**config.mk**
```make
export PLATFORM = sky130hd
export DESIGN_NAME = twdl_stage_seq
export DESIGN_NICKNAME = d
export VERILOG_FILES = /design/src/rtl/twdl_pkg.sv /design/src/rtl/twdl_recip_div.sv /design/src/rtl/twdl_stage_seq.sv
export SDC_FILE = /design/constraint.sdc
export NUM_CORES = 1
export LEC_CHECK = 0
export BUFFER_PORTS_ARGS = -buffer_cell sky130_fd_sc_hd__buf_2
export CORE_UTILIZATION = 55
export CTS_CLUSTER_DIAMETER = 150
export DETAILED_ROUTE_END_ITERATION = 7
export MAX_ROUTING_LAYER = met4
export PLACE_DENSITY = 0.77
export SYNTH_ARGS = -nofsm -noshare
export SYNTH_HDL_FRONTEND = slang
export SYNTH_SLANG_ARGS = --single-unit
```
**constraint.sdc**
```tcl
create_clock -name clk -period 7.65 [get_ports clk]
set_input_delay 0.765 -clock clk [delete_from_list [all_inputs] [get_ports clk]]
set_output_delay 0.765 -clock clk [all_outputs]
set_load 0.05 [all_outputs]
```
**src/rtl/twdl_pkg.sv**
```systemverilog
// Shared types and constants for the mixed-radix FFT twiddle stage controller.
package twdl_pkg;

  localparam int TWDL_QBITS     = 20;
  localparam int BYPASS_DEMONTR = 3;

  typedef enum logic [2:0] {
    ST_IDLE,
    ST_DIV,
    ST_RUN,
    ST_DRAIN,
    ST_DONE
  } twdl_state_e;

  // Radices supported by the butterfly datapath.
  function automatic logic is_legal_factor(input logic [2:0] f);
    return f inside {3'd2, 3'd3, 3'd4, 3'd5};
  endfunction

endpackage

```
**src/rtl/twdl_recip_div.sv**
```systemverilog
// Sequential restoring divider: computes 2^Q_BITS / d, one quotient bit per
// cycle over Q_BITS+1 cycles. q1/r1 are valid in the cycle done is high.
module twdl_recip_div
  import twdl_pkg::*;
#(
  parameter int W_NUM  = 12,
  parameter int Q_BITS = TWDL_QBITS
) (
  input  logic              clk,
  input  logic              rst,
  input  logic              start,
  input  logic [W_NUM-1:0]  demontr,
  output logic [Q_BITS-1:0] q1,
  output logic [W_NUM-1:0]  r1,
  output logic              done
);

  localparam int IDX_W = $clog2(Q_BITS + 1);

  logic              busy_q, busy_d;
  logic [IDX_W-1:0]  idx_q, idx_d;
  logic [W_NUM-1:0]  rem_q, rem_d;
  logic [Q_BITS-1:0] quo_q, quo_d;
  logic [W_NUM-1:0]  dem_q, dem_d;

  logic [W_NUM:0]    trial;
  logic              trial_ge;
  logic [W_NUM:0]    trial_sub;
  logic [W_NUM-1:0]  rem_nx;
  logic [Q_BITS-1:0] quo_nx;

  // NOTE: every always_comb output gets a default before any branch, so no
  // path leaves a signal unassigned and no latch is inferred.
  always_comb begin
    // The dividend is a single 1 at bit Q_BITS; all lower bits are zero.
    trial     = {rem_q, (idx_q == IDX_W'(Q_BITS))};
    trial_ge  = (trial >= {1'b0, dem_q});
    trial_sub = trial - {1'b0, dem_q};
    rem_nx    = trial_ge ? trial_sub[W_NUM-1:0] : trial[W_NUM-1:0];
    quo_nx    = {quo_q[Q_BITS-2:0], trial_ge};

    busy_d = busy_q;
    idx_d  = idx_q;
    rem_d  = rem_q;
    quo_d  = quo_q;
    dem_d  = dem_q;

    if (start) begin
      busy_d = 1'b1;
      idx_d  = IDX_W'(Q_BITS);
      rem_d  = '0;
      quo_d  = '0;
      dem_d  = demontr;
    end else if (busy_q) begin
      rem_d = rem_nx;
      quo_d = quo_nx;
      idx_d = idx_q - 1'b1;
      if (idx_q == '0) busy_d = 1'b0;
    end
  end

  assign done = busy_q && (idx_q == '0);
  assign q1   = quo_nx;
  assign r1   = rem_nx;

  // NOTE: state registers use non-blocking assignments so every flop samples
  // values from before the edge, independent of block ordering.
  always_ff @(posedge clk or posedge rst) begin
    if (rst) begin
      busy_q <= 1'b0;
      idx_q  <= '0;
      rem_q  <= '0;
      quo_q  <= '0;
      dem_q  <= '0;
    end else begin
      busy_q <= busy_d;
      idx_q  <= idx_d;
      rem_q  <= rem_d;
      quo_q  <= quo_d;
      dem_q  <= dem_d;
    end
  end

endmodule

```
**src/rtl/twdl_stage_seq.sv**
```systemverilog
// Per-stage controller for the CTA twiddle-multiply datapath: latches stage
// config, derives the unit twiddle step, issues butterflies and tracks returns.
module twdl_stage_seq
  import twdl_pkg::*;
#(
  parameter int wNum = 12,
  parameter int wQuo = TWDL_QBITS,
  parameter int wRem = 12
) (
  input  logic            clk,
  input  logic            rst,
  input  logic            stg_start,
  input  logic [2:0]      cfg_factor,
  input  logic [wNum-1:0] cfg_demontr,
  input  logic [wNum-1:0] cfg_numrtr_max,
  input  logic [wNum-1:0] cfg_nbfly,
  input  logic            src_val,
  output logic            src_rdy,
  output logic            dp_in_val,
  output logic [2:0]      dp_factor,
  output logic [wNum-1:0] dp_numrtr,
  output logic [wNum-1:0] dp_demontr,
  output logic [wQuo-1:0] dp_quotient,
  output logic [wRem-1:0] dp_remainder,
  input  logic            dp_out_val,
  output logic            busy,
  output logic            stg_done,
  output logic            cfg_err
);

  twdl_state_e     state_q, state_d;
  logic [2:0]      fac_q, fac_d;
  logic [wNum-1:0] dem_q, dem_d;
  logic [wNum-1:0] nmax_q, nmax_d;
  logic [wNum-1:0] nbfly_q, nbfly_d;
  logic [wQuo-1:0] q1_q, q1_d;
  logic [wRem-1:0] r1_q, r1_d;
  logic [wNum-1:0] n_q, n_d;
  logic [wQuo-1:0] q_q, q_d;
  logic [wRem-1:0] r_q, r_d;
  logic [wNum-1:0] iss_cnt_q, iss_cnt_d;
  logic [wNum-1:0] out_cnt_q, out_cnt_d;
  logic            in_val_q, in_val_d;
  logic [wNum-1:0] numrtr_q, numrtr_d;
  logic [wQuo-1:0] quo_q, quo_d;
  logic [wRem-1:0] rem_q, rem_d;
  logic            cfg_err_q, cfg_err_d;

  logic            cfg_illegal;
  logic            accept;
  logic            div_start;
  logic            div_done;
  logic [wQuo-1:0] div_q1;
  logic [wNum-1:0] div_r1;
  logic [wNum:0]   iss_inc;
  logic [wRem:0]   r_sum;
  logic [wRem:0]   r_sub;
  logic            r_carry;

  twdl_recip_div #(
    .W_NUM  (wNum),
    .Q_BITS (wQuo)
  ) u_recip_div (
    .clk     (clk),
    .rst     (rst),
    .start   (div_start),
    .demontr (cfg_demontr),
    .q1      (div_q1),
    .r1      (div_r1),
    .done    (div_done)
  );

  assign cfg_illegal = (cfg_demontr < wNum'(2)) || (cfg_nbfly == '0) ||
                       !is_legal_factor(cfg_factor);
  assign src_rdy     = (state_q == ST_RUN) && (iss_cnt_q != nbfly_q);
  assign accept      = src_val && src_rdy;
  assign iss_inc     = {1'b0, iss_cnt_q} + 1'b1;

  // Incremental twiddle step: (q, r) tracks floor/mod of n*2^20/D.
  assign r_sum   = {1'b0, r_q} + {1'b0, r1_q};
  assign r_carry = (r_sum >= (wRem+1)'(dem_q));
  assign r_sub   = r_sum - (wRem+1)'(dem_q);

  always_comb begin
    state_d   = state_q;
    fac_d     = fac_q;
    dem_d     = dem_q;
    nmax_d    = nmax_q;
    nbfly_d   = nbfly_q;
    q1_d      = q1_q;
    r1_d      = r1_q;
    n_d       = n_q;
    q_d       = q_q;
    r_d       = r_q;
    iss_cnt_d = iss_cnt_q;
    out_cnt_d = out_cnt_q;
    in_val_d  = 1'b0;
    numrtr_d  = numrtr_q;
    quo_d     = quo_q;
    rem_d     = rem_q;
    cfg_err_d = 1'b0;
    div_start = 1'b0;

    // Returns beyond the stage's butterfly count are dropped.
    if ((state_q inside {ST_DIV, ST_RUN, ST_DRAIN}) && dp_out_val &&
        (out_cnt_q != nbfly_q)) begin
      out_cnt_d = out_cnt_q + 1'b1;
    end

    unique case (state_q)
      ST_IDLE: begin
        if (stg_start) begin
          if (cfg_illegal) begin
            cfg_err_d = 1'b1;
          end else begin
            fac_d     = cfg_factor;
            dem_d     = cfg_demontr;
            nmax_d    = cfg_numrtr_max;
            nbfly_d   = cfg_nbfly;
            iss_cnt_d = '0;
            out_cnt_d = '0;
            n_d       = '0;
            q_d       = '0;
            r_d       = '0;
            if (cfg_demontr == wNum'(BYPASS_DEMONTR)) begin
              q1_d    = '0;
              r1_d    = '0;
              state_d = ST_RUN;
            end else begin
              div_start = 1'b1;
              state_d   = ST_DIV;
            end
          end
        end
      end

      ST_DIV: begin
        if (div_done) begin
          q1_d    = div_q1;
          r1_d    = wRem'(div_r1);
          n_d     = '0;
          q_d     = '0;
          r_d     = '0;
          state_d = ST_RUN;
        end
      end

      ST_RUN: begin
        if (accept) begin
          in_val_d  = 1'b1;
          numrtr_d  = n_q;
          quo_d     = q_q;
          rem_d     = r_q;
          iss_cnt_d = iss_inc[wNum-1:0];
          if (n_q == nmax_q) begin
            n_d = '0;
            q_d = '0;
            r_d = '0;
          end else begin
            n_d = n_q + 1'b1;
            r_d = r_carry ? r_sub[wRem-1:0] : r_sum[wRem-1:0];
            q_d = q_q + q1_q + wQuo'(r_carry);
          end
          if (iss_inc == {1'b0, nbfly_q}) state_d = ST_DRAIN;
        end
      end

      ST_DRAIN: begin
        if (out_cnt_q == nbfly_q) state_d = ST_DONE;
      end

      ST_DONE: begin
        state_d = ST_IDLE;
      end

      default: begin
        state_d = ST_IDLE;
      end
    endcase
  end

  always_ff @(posedge clk or posedge rst) begin
    if (rst) begin
      state_q   <= ST_IDLE;
      fac_q     <= '0;
      dem_q     <= '0;
      nmax_q    <= '0;
      nbfly_q   <= '0;
      q1_q      <= '0;
      r1_q      <= '0;
      n_q       <= '0;
      q_q       <= '0;
      r_q       <= '0;
      iss_cnt_q <= '0;
      out_cnt_q <= '0;
      in_val_q  <= 1'b0;
      numrtr_q  <= '0;
      quo_q     <= '0;
      rem_q     <= '0;
      cfg_err_q <= 1'b0;
    end else begin
      state_q   <= state_d;
      fac_q     <= fac_d;
      dem_q     <= dem_d;
      nmax_q    <= nmax_d;
      nbfly_q   <= nbfly_d;
      q1_q      <= q1_d;
      r1_q      <= r1_d;
      n_q       <= n_d;
      q_q       <= q_d;
      r_q       <= r_d;
      iss_cnt_q <= iss_cnt_d;
      out_cnt_q <= out_cnt_d;
      in_val_q  <= in_val_d;
      numrtr_q  <= numrtr_d;
      quo_q     <= quo_d;
      rem_q     <= rem_d;
      cfg_err_q <= cfg_err_d;
    end
  end

  assign dp_in_val    = in_val_q;
  assign dp_factor    = fac_q;
  assign dp_demontr   = dem_q;
  assign dp_numrtr    = numrtr_q;
  assign dp_quotient  = quo_q;
  assign dp_remainder = rem_q;
  assign busy         = (state_q != ST_IDLE);
  assign stg_done     = (state_q == ST_DONE);
  assign cfg_err      = cfg_err_q;

endmodule

```
==> impl_metrics.ini <==
[final_layout]
antennaDiodeCount = 0
final_nets = 1616
stdcell_count = 1837
syn2layout_area_growth_pct = 12.3
drive_above_1_share = 0.125

[route]
first_pass_iters = 5
route.detailed.drc = 0
vias_per_cell = 5.71
routedWlPerCell_um = 16.9
vias = 10500
wirelength_um = 31000
first_iter_violations = 742
final_antenna_net_count = 0

[clocking]
cts_sinks = 237
tritoncts = built
insertion_delay_ps = 530
cts.clk_slew.worst_paths_ps = 60
cts_setup_buffers = 0
cts_hold_buf = 0
clk_path_buf_depth = 3
cts.htree.levels = 1
post_cts_resized = 0
cts_root_buf = clkbuf_16
cts_buffers = 27

[timing]
finalCritPeriodShare = 0.802
fin_skew_ps = 16.1
finalSetupTns_ps = 0
drv_slew = 0
grt_setup_unrepaired = no
relSlewSlack = 0.294
min_period_ps = 6130
fmax_mhz = 163
worst_pin_slew_ps = 1060
hold_viol = 0
setup_violations = 0

[critical_path]
cp.arrival_ps = 6560
r2r-end = q_q[18]
crit_fanout = 13
cp.required_ps = 8080
cp-start-kind = register
crit_type = reg -> reg
reg2reg_depth = 27
end_kind = register
r2r_slack_ps = 1520
timing.rr.start = r_q[0]

[run_status]
status = completed

[logic_synthesis]
synth_edf_count = 0
synth_cells = 1422
synthTopCellsByArea = dfrtp_1 46%, nand2_1 9.5%, ha_1 5.7%
synth_top_area_cell = dfrtp_1
mappedNetlistArea_sq_um = 12900
ys_ff_latch = 237
yosysMostFrequentCell = nand2_1
yosysUniqueCellTypes = 73
async_flop_share = 1.00
seq_area_frac_synth = 0.459
syn-num-nets = 1530
avgSynthCellArea_sq_um = 9.08
ys.warnings.count = 0
synth_top_area_frac = 0.459
synthTopCellsByCount = 327 x nand2_1, 237 x dfrtp_1, 99 x o21ai_0, 95 x nor2_1, 60 x xnor2_1
ys.flop_type = dfrtp_1

[global_routing]
overflow = 0
grt_pass1_vias = 10100
grt_pass1_wl_um = 51700
antenna_found_initial = 0
grt_start_max_net_pins = 131
grt_usage = 0.273

[hold_path]
hold_class = in -> async

[die]
dieArea_sq_um = 24100
fp.dieH_um = 155
start_util = 0.565
ioPinCount = 108
die_w_um = 155
rows = 55
core_region_area_sq_um = 22800

[power_and_ir_drop]
power_density_nw_per_um2 = 499
leakage_nw = 7.17
peakVddDrop_mv = 0.268

[placed_design]
gp_congestion = 0.883
io_buffers = 107
dp_hpwl_um = 21400
placedCellCount = 1792

[run]
maxCapViolCount = 0
-- critical path, cell delays in order (launching register included) --
cell       delay, ps
dfrtp_1          380
ha_1             190
inv_1             60
fa_1             400
nor2b_1          170
o31a_1           210
o31a_1           230
o211ai_2         110
a21boi_0         290
o21a_1           200
nor2_1            60
ha_1             310
a21oi_1          170
o31ai_1           90
nor4_1           200
a21oi_1          110
a211o_1          510
inv_2            180
fa_1             240
fa_1             200
nor2b_1           90
o2111ai_1        200
nand3_1          130
a221oi_1         390
o21ai_0          210
o41ai_1          390
xor2_1           120
o31ai_1          200
-- logic make-up after synthesis --
family	after synthesis	synth area share
mux	38	0.0296
buf+inv	117	0.0381
compound gates	279	0.139
simple gates	587	0.202
flops	237	0.459
xor+xnor	100	0.0678
fa+ha+maj	64	0.0649
-- power by group --
group	switching, mW	internal [mW]
registers	0.382	1.68
clock network	0.512	0.703
logic	2.39	1.56
-- worst max-delay path by stage --
stage           start      end  slack, ps  cells past startpoint
2_1_floorplan     rst  cfg_err        380                      1
3_3_place_gp   r_q[0]  q_q[18]       1900                     26
3_5_place_dp   r_q[0]  q_q[18]       1690                     27
4_1_cts        r_q[0]  q_q[18]       1640                     27
5_1_grt        r_q[0]  q_q[18]       1150                     27
6_report       r_q[0]  q_q[18]       1520                     27
-- through the flow --
stage	setup WS, ps	instance area [sq um]	hold WS (ps)	power, mW	utilization
after floorplan	382	12900	450	5.13	-
after global placement	1900	13700	453	5.88	0.598
after detailed placement	1690	13700	456	5.97	0.598
after CTS	1640	14500	413	7.23	0.635
after global routing	1150	14500	425	7.80	0.635
final	1520	14500	401	7.23	0.635
-- cell type report --
type / instances / area (sq um)
Fill cell: 1969 / 8340
Tap cell: 313 / 392
Timing Repair Buffer: 117 / 611
Sequential cell: 237 / 5930
Multi-Input combinational cell: 1068 / 6510
Clock buffer: 35 / 766
Clock inverter: 10 / 71.3
Inverter: 57 / 221
-- layout by cell type, fill, tap and decap left out, types with 8 or more instances in the layout --
cell       Yosys  routed
nand2_1      327     327
dfrtp_1      237     237
buf_2         12     107
o21ai_0       99      99
nor2_1        95      94
xnor2_1       60      60
ha_1          59      59
inv_1         55      54
a21oi_1       51      51
xor2_1        40      40
mux2i_1       37      37
nand3_1       37      36
clkbuf_16      0      27
nor3_1        24      24
a22o_1        23      23
and3_1        19      19
o31ai_1       17      17
nand4_1       15      15
nor4_1        14      14
nor2b_1       12      12
o21a_1        11      11
buf_4          4      10
a31oi_1        8       8
o21ai_1        8       8
a21o_1         8       8
-- state kept, by name (all words and copies together) (netlist names), 12 cells and up --
register           cells
nbfly_q               12
r1_q                  12
dp_remainder          12
u_recip_div.dem_q     12
iss_cnt_q             12
q_q                   20
dp_numrtr             12
u_recip_div.quo_q     19
dp_demontr            12
u_recip_div.rem_q     12
r_q                   12
n_q                   12
dp_quotient           20
out_cnt_q             12
nmax_q                12
q1_q                  20
-- routing by layer --
metal	wire, um	track usage	up-vias
li1	-	-	5058
met2	14500	0.435	276
met4	680	0.0663	0
met1	14300	0.375	5107
met3	1530	0.0345	48
met5	0	-	-
Power figures use the tool's default switching activity.
